[config.mk]
export PLATFORM = sky130hd
export DESIGN_NAME = ex_mem_wb_buf
export DESIGN_NICKNAME = d
export VERILOG_FILES = /design/src/rtl/ex_mem_wb_buf_pkg.sv /design/src/rtl/ex_mem_wb_buf_timeout_cnt.sv /design/src/rtl/ex_mem_wb_buf.sv
export SDC_FILE = /design/constraint.sdc
export NUM_CORES = 1
export LEC_CHECK = 0
export CAP_MARGIN = 0
export CORE_MARGIN = 8
export CORE_UTILIZATION = 30
export CTS_BUF_LIST = sky130_fd_sc_hd__clkbuf_4 sky130_fd_sc_hd__clkbuf_8
export CTS_CLUSTER_DIAMETER = 100
export DETAILED_ROUTE_END_ITERATION = 10
export PLACE_DENSITY = 0.68
export SLEW_MARGIN = 25
export SYNTH_ARGS = -nofsm -noshare
export SYNTH_HDL_FRONTEND = slang
export SYNTH_SLANG_ARGS = --single-unit
[constraint.sdc]
create_clock -name CLOCK -period 2.55 [get_ports CLOCK]
set_input_delay 0.255 -clock CLOCK [delete_from_list [all_inputs] [get_ports CLOCK]]
set_output_delay 0.255 -clock CLOCK [all_outputs]
set_load 0.005 [all_outputs]
[src/rtl/ex_mem_wb_buf_pkg.sv]
// Shared opcode constants, state encoding and control-word decode for ex_mem_wb_buf.
package ex_mem_wb_buf_pkg;

    localparam logic [3:0] OP_LOAD   = 4'b1100;
    localparam logic [3:0] OP_STORE  = 4'b1000;
    localparam logic [3:0] OP_BRANCH = 4'b0100;

    typedef enum logic [1:0] {
        EMPTY = 2'd0,
        MEM   = 2'd1,
        DONE  = 2'd2
    } state_t;

    typedef struct packed {
        logic is_load;
        logic is_store;
        logic wb_en;
    } dec_t;

    function automatic dec_t decode_op(input logic [3:0] op);
        dec_t d;
        case (op)
            OP_LOAD:   d = '{is_load: 1'b1, is_store: 1'b0, wb_en: 1'b1};
            OP_STORE:  d = '{is_load: 1'b0, is_store: 1'b1, wb_en: 1'b0};
            OP_BRANCH: d = '{is_load: 1'b0, is_store: 1'b0, wb_en: 1'b0};
            default:   d = '{is_load: 1'b0, is_store: 1'b0, wb_en: 1'b1};
        endcase
        return d;
    endfunction

endpackage

[src/rtl/ex_mem_wb_buf_timeout_cnt.sv]
// Memory wait counter: clear on entry to MEM, count wait cycles, flag the last allowed one.
module ex_mem_timeout_cnt #(
    parameter int TIMEOUT = 15
) (
    input  logic clk,
    input  logic rst,
    input  logic in_clr,
    input  logic in_en,
    output logic out_tc
);

    localparam int               CNT_W = $clog2(TIMEOUT + 1);
    localparam logic [CNT_W-1:0] TERM  = CNT_W'(TIMEOUT - 1);
    localparam logic [CNT_W-1:0] ONE   = CNT_W'(1);

    logic [CNT_W-1:0] cnt_q;
    logic [CNT_W-1:0] cnt_d;

    // Next count: clear wins, then saturating increment.
    always_comb begin
        if (in_clr) begin
            cnt_d = '0;
        end else if (in_en && (cnt_q != TERM)) begin
            cnt_d = cnt_q + ONE;
        end else begin
            cnt_d = cnt_q;
        end
    end

    // Counter register.
    always_ff @(posedge clk or posedge rst) begin
        if (rst) begin
            cnt_q <= '0;
        end else begin
            cnt_q <= cnt_d;
        end
    end

    assign out_tc = (cnt_q == TERM);

endmodule

[src/rtl/ex_mem_wb_buf.sv]
// EX->MEM->WB buffer with valid/ready intake, wait-state memory port and one-cycle writeback.
// Define EX_MEM_WB_BUF_FWD_EN to add the forwarding / load-hazard outputs.
module ex_mem_wb_buf
    import ex_mem_wb_buf_pkg::*;
#(
    parameter int DATA_W  = 16,
    parameter int CNTRL_W = 16,
    parameter int REG_W   = 4,
    parameter int TIMEOUT = 15
) (
    input  logic               CLOCK,
    input  logic               in_rst,
    input  logic               in_valid,
    output logic               out_ready,
    input  logic [CNTRL_W-1:0] in_cntrl_ex,
    input  logic [DATA_W-1:0]  in_alu,
    input  logic [DATA_W-1:0]  in_op1_data,
    input  logic               in_flush,
    output logic               out_mem_req,
    output logic               out_cntrl_mem_read,
    output logic               out_cntrl_mem_write,
    output logic [DATA_W-1:0]  out_addr_mem,
    output logic [DATA_W-1:0]  out_data_mem,
    input  logic               in_mem_ack,
    input  logic [DATA_W-1:0]  in_mem_rdata,
    output logic               out_wb_valid,
    output logic               out_cntrl_m5,
    output logic [REG_W-1:0]   out_wb_reg,
    output logic [DATA_W-1:0]  out_m5,
    output logic               out_err
`ifdef EX_MEM_WB_BUF_FWD_EN
    ,
    output logic               out_fwd_valid,
    output logic [REG_W-1:0]   out_fwd_reg,
    output logic [DATA_W-1:0]  out_fwd_data,
    output logic               out_fwd_pending
`endif
);

    state_t             state_q, state_d;
    logic               is_load_q, is_load_d;
    logic               is_store_q, is_store_d;
    logic [REG_W-1:0]   wb_reg_q, wb_reg_d;
    logic [DATA_W-1:0]  alu_q, alu_d;
    logic [DATA_W-1:0]  op1_q, op1_d;
    logic               flushed_q, flushed_d;
    logic [DATA_W-1:0]  m5_q, m5_d;
    logic               cntrl_m5_q, cntrl_m5_d;
    logic               wb_valid_q, wb_valid_d;
    logic               err_q, err_d;
    logic               cnt_clr_s, cnt_en_s, cnt_tc_s;
    dec_t               dec_s;
    logic               unused_cntrl_s;

    assign unused_cntrl_s = ^in_cntrl_ex[CNTRL_W-5-REG_W:0];

    ex_mem_timeout_cnt #(.TIMEOUT(TIMEOUT)) u_timeout_cnt (
        .clk    (CLOCK),
        .rst    (in_rst),
        .in_clr (cnt_clr_s),
        .in_en  (cnt_en_s),
        .out_tc (cnt_tc_s)
    );

    // Next-state and capture logic for the single held entry.
    always_comb begin
        state_d    = state_q;
        is_load_d  = is_load_q;
        is_store_d = is_store_q;
        wb_reg_d   = wb_reg_q;
        alu_d      = alu_q;
        op1_d      = op1_q;
        flushed_d  = flushed_q;
        m5_d       = m5_q;
        cntrl_m5_d = cntrl_m5_q;
        wb_valid_d = 1'b0;
        err_d      = err_q;
        cnt_clr_s  = 1'b0;
        cnt_en_s   = 1'b0;
        dec_s      = decode_op(in_cntrl_ex[CNTRL_W-1 -: 4]);
        case (state_q)
            EMPTY, DONE: begin
                if (in_flush) begin
                    state_d   = EMPTY;
                    flushed_d = 1'b0;
                end else if (in_valid) begin
                    is_load_d  = dec_s.is_load;
                    is_store_d = dec_s.is_store;
                    wb_reg_d   = in_cntrl_ex[CNTRL_W-5 -: REG_W];
                    alu_d      = in_alu;
                    op1_d      = in_op1_data;
                    flushed_d  = 1'b0;
                    if (dec_s.is_load || dec_s.is_store) begin
                        state_d   = MEM;
                        cnt_clr_s = 1'b1;
                    end else begin
                        state_d    = DONE;
                        wb_valid_d = dec_s.wb_en;
                        m5_d       = in_alu;
                        cntrl_m5_d = 1'b1;
                    end
                end else begin
                    state_d = EMPTY;
                end
            end
            MEM: begin
                // A flush only marks the entry; the bus access still runs to completion.
                flushed_d = flushed_q | in_flush;
                if (in_mem_ack) begin
                    state_d = DONE;
                    if (is_load_q && !flushed_d) begin
                        wb_valid_d = 1'b1;
                        m5_d       = in_mem_rdata;
                        cntrl_m5_d = 1'b0;
                    end else begin
                        wb_valid_d = 1'b0;
                    end
                end else if (cnt_tc_s) begin
                    state_d = DONE;
                    err_d   = 1'b1;
                end else begin
                    cnt_en_s = 1'b1;
                end
            end
            default: begin
                state_d = EMPTY;
            end
        endcase
    end

    // Pipeline entry and writeback registers.
    always_ff @(posedge CLOCK or posedge in_rst) begin
        if (in_rst) begin
            state_q    <= EMPTY;
            is_load_q  <= 1'b0;
            is_store_q <= 1'b0;
            wb_reg_q   <= '0;
            alu_q      <= '0;
            op1_q      <= '0;
            flushed_q  <= 1'b0;
            m5_q       <= '0;
            cntrl_m5_q <= 1'b0;
            wb_valid_q <= 1'b0;
            err_q      <= 1'b0;
        end else begin
            state_q    <= state_d;
            is_load_q  <= is_load_d;
            is_store_q <= is_store_d;
            wb_reg_q   <= wb_reg_d;
            alu_q      <= alu_d;
            op1_q      <= op1_d;
            flushed_q  <= flushed_d;
            m5_q       <= m5_d;
            cntrl_m5_q <= cntrl_m5_d;
            wb_valid_q <= wb_valid_d;
            err_q      <= err_d;
        end
    end

    assign out_ready           = (state_q != MEM);
    assign out_mem_req         = (state_q == MEM);
    assign out_cntrl_mem_read  = (state_q == MEM) && is_load_q;
    assign out_cntrl_mem_write = (state_q == MEM) && is_store_q;
    assign out_addr_mem        = (state_q == MEM) ? alu_q : '0;
    assign out_data_mem        = ((state_q == MEM) && is_store_q) ? op1_q : '0;
    assign out_wb_valid        = wb_valid_q;
    assign out_cntrl_m5        = cntrl_m5_q;
    assign out_wb_reg          = wb_reg_q;
    assign out_m5              = m5_q;
    assign out_err             = err_q;

`ifdef EX_MEM_WB_BUF_FWD_EN
    assign out_fwd_valid   = wb_valid_q;
    assign out_fwd_reg     = wb_reg_q;
    assign out_fwd_data    = m5_q;
    assign out_fwd_pending = (state_q == MEM) && is_load_q && !flushed_q;
`endif

endmodule

==> impl_metrics.toml <==
[layout]
syn_to_final_growth_pct = 54.2
final_common_cell = "clkdlybuf4s50_1"
multi_input_area_sq_um = 1210
diodes = 0
final_cell_mix = "119 x clkdlybuf4s50_1, 64 x dfrtp_1, 36 x mux2_2"
nFillCells = 890
final_layout_size_suffix_gt1_share_pct = 17.6
regArea_sq_um = 1600
final_cells = 498
nets = 436
fin_area_sq_um = 4440

[global_routing]
grt_pass1_vias = 2485
grt_pass1_wl_mm = 12.8
grt-ovfl-total = 0
antenna_found_initial = 0
grt_use_total_pct = 12.7
grt_max_degree = 52

[drt]
drc_errors = 0
post_drt_wl_per_cell_microns = 16.0
vias_per_cell = 4.68
route.vias.total = 2332
wl_mm = 7.98
first_iter_violations = 65
ant_nets = 0
drtPass1Iterations = 3

[clocking]
cts.sinks = 64
cts_resized = 0
tritoncts = "done"
root_buffer = "clkbuf_8"
hold_buffers = 0
insertion_delay_ps = 340
post-cts-setup-buffers = 0
path_clk_slew_ps = 70
cts_buffer_depth = 2
numCtsBuffers = 9
htree_levels = 3

[synthesis]
netlist_area_sq_um = 2880
async_flop_share_pct = 100
ys.flop_type = "dfrtp_1"
ys_seq_elements = 64
synth.net_count = 312
avgSynthCellArea_sq_um = 12.0
ys.warnings.count = 0
synth_edf_count = 0
synth.distinct_cells = 33
synth_cells = 241
seq_area_frac_synth_pct = 55.6

[power]
p_clk_share_pct = 32.4
vdd_drop_max_mv = 0.256
p_int_mw = 1.99
p_switching_mw = 0.656
p_leak_nw = 1.84
swShare_pct = 24.8
powerDensity_nw_per_um2 = 596
seqPwrFrac_pct = 47.5
comb_power_share_pct = 20.1

[timing]
layout_min_cycle_time_ps = 2320
setup-tns-final_ps = 0
final_hold_viol_count = 0
slew_viol_final = 0
setup_viol = 0
relSlewSlack_pct = 65.0
max_freq_mhz = 432
min_period_over_period_pct = 90.9
rsz0062_at_grt = "false"
worst_pin_slew_ps = 524
setup_ws_ps = 233
finClkSkew_ps = 7.50

[flow_run]
drv_cap = 0

[critical_path]
worstPathRequired_ps = 2300
path_class = "register to output port"
endpoint_kind = "output port"
critPathLaunchType = "register"
crit_arrival_ps = 2060
cp_max_fo = 51

[worst_hold_path]
hold_path_class = "input pin to async pin"

[place]
placedInstanceArea_sq_um = 4250
dp_slack_ps = 504
hpwl_mm = 5.91
dpl.cell_count = 483
io_buffers = 119
routabilityCongestion = 0.699

[floorplanning]
core_area_sq_um = 9280
die_h_microns = 114
dieArea_sq_um = 13000
die_w_microns = 114
initial_core_util_pct = 31.0
pin_count = 128
fp-row-count = 35

[run_status]
status = "completed"
[worst max-delay path, stage by stage, from the launching register on]
cell and delay [ps]:
dfrtp_1 460, nand2b_1 180, inv_2 110, buf_12 220, and2_1 180, clkdlybuf4s50_1 530
[cell type report]
type | count | share of cell area [%]
inverters | 5 | 0.423
flip-flops and latches | 64 | 36.1
clock inverters | 4 | 1.01
clock buffers | 11 | 3.27
repair buffers | 127 | 28.5
well taps | 129 | 3.63
multi-input cells | 158 | 27.2
[final timing paths]
kind | slack, ps | cells past startpoint | endpoint | startpoint
setup reg to reg | 810 | 4 | is_load_q | state_q[0]
hold reg to reg | 480 | 1 | out_err | out_err
hold / removal | 280 | 2 | op1_q[1] | in_rst
min in group CLOCK | 480 | 1 | out_err | out_err
setup / recovery | 230 | 5 | out_addr_mem[14] | state_q[0]
max in group asynchronous | 1510 | 3 | alu_q[2] | in_rst
[synth_stat cells, drive strengths merged (2+ instances only)]
| library cell | number | share of area, % |
|---|---|---|
| nand2 | 6 | 0.78 |
| nor3b | 3 | 0.96 |
| a21oi | 3 | 0.52 |
| and2 | 16 | 3.5 |
| inv | 5 | 0.65 |
| ha | 2 | 0.87 |
| mux2 | 36 | 14 |
| o21ai | 36 | 6.4 |
| mux2i | 16 | 5.6 |
| clkbuf | 8 | 1.0 |
| and3 | 16 | 3.5 |
| dfrtp | 64 | 56 |
| nand3 | 3 | 0.52 |
| nor2 | 7 | 0.91 |
| or2 | 2 | 0.43 |
| buf | 6 | 1.3 |
| a31oi | 2 | 0.43 |
[kinds of logic (layout without fill, tap and decap cells)]
| logic type | count (synthesis) | after routing | share of synthesized area [%] |
|---|---|---|---|
| DFF | 64 | 64 | 55.6 |
| and+or+nand+nor | 56 | 56 | 11.6 |
| muxes | 52 | 52 | 19.6 |
| AOI/OAI and AO/OA | 46 | 46 | 8.78 |
| buffers and inverters | 19 | 147 | 2.95 |
| adders and majority gates | 2 | 2 | 0.869 |
| xor gates and xnor gates | 2 | 2 | 0.608 |
[per-stage QoR]
stage          power (mW)  util (%)  hold slack (ps)
3_3_place_gp         1.80      45.8              480
3_5_place_dp         1.82      45.8              484
2_1_floorplan        1.50         -              344
5_1_grt              2.80      47.8              302
6_report             2.65      47.8              280
4_1_cts              2.69      47.8              279
[power groups by stage]
| stage | Clock (mW) | Combinational [mW] | Sequential, mW |
|---|---|---|---|
| floorplan | 0 | 0.232 | 1.26 |
| global placement | 0 | 0.530 | 1.27 |
| detailed placement | 0 | 0.543 | 1.28 |
| CTS | 0.888 | 0.546 | 1.26 |
| global route | 0.940 | 0.584 | 1.28 |
| finish | 0.858 | 0.532 | 1.26 |
[layer usage]
layer | GRT usage (%) | routed length, microns | vias to the layer above
met1 | 14.3 | 3350 | 1146
met4 | 4.53 | 89 | 0
li1 | - | - | 1103
met3 | 5.34 | 618 | 9
met2 | 21.0 | 3930 | 74
met5 | 0 | 0 | -
No activity file was read; power rests on OpenSTA's default activity.
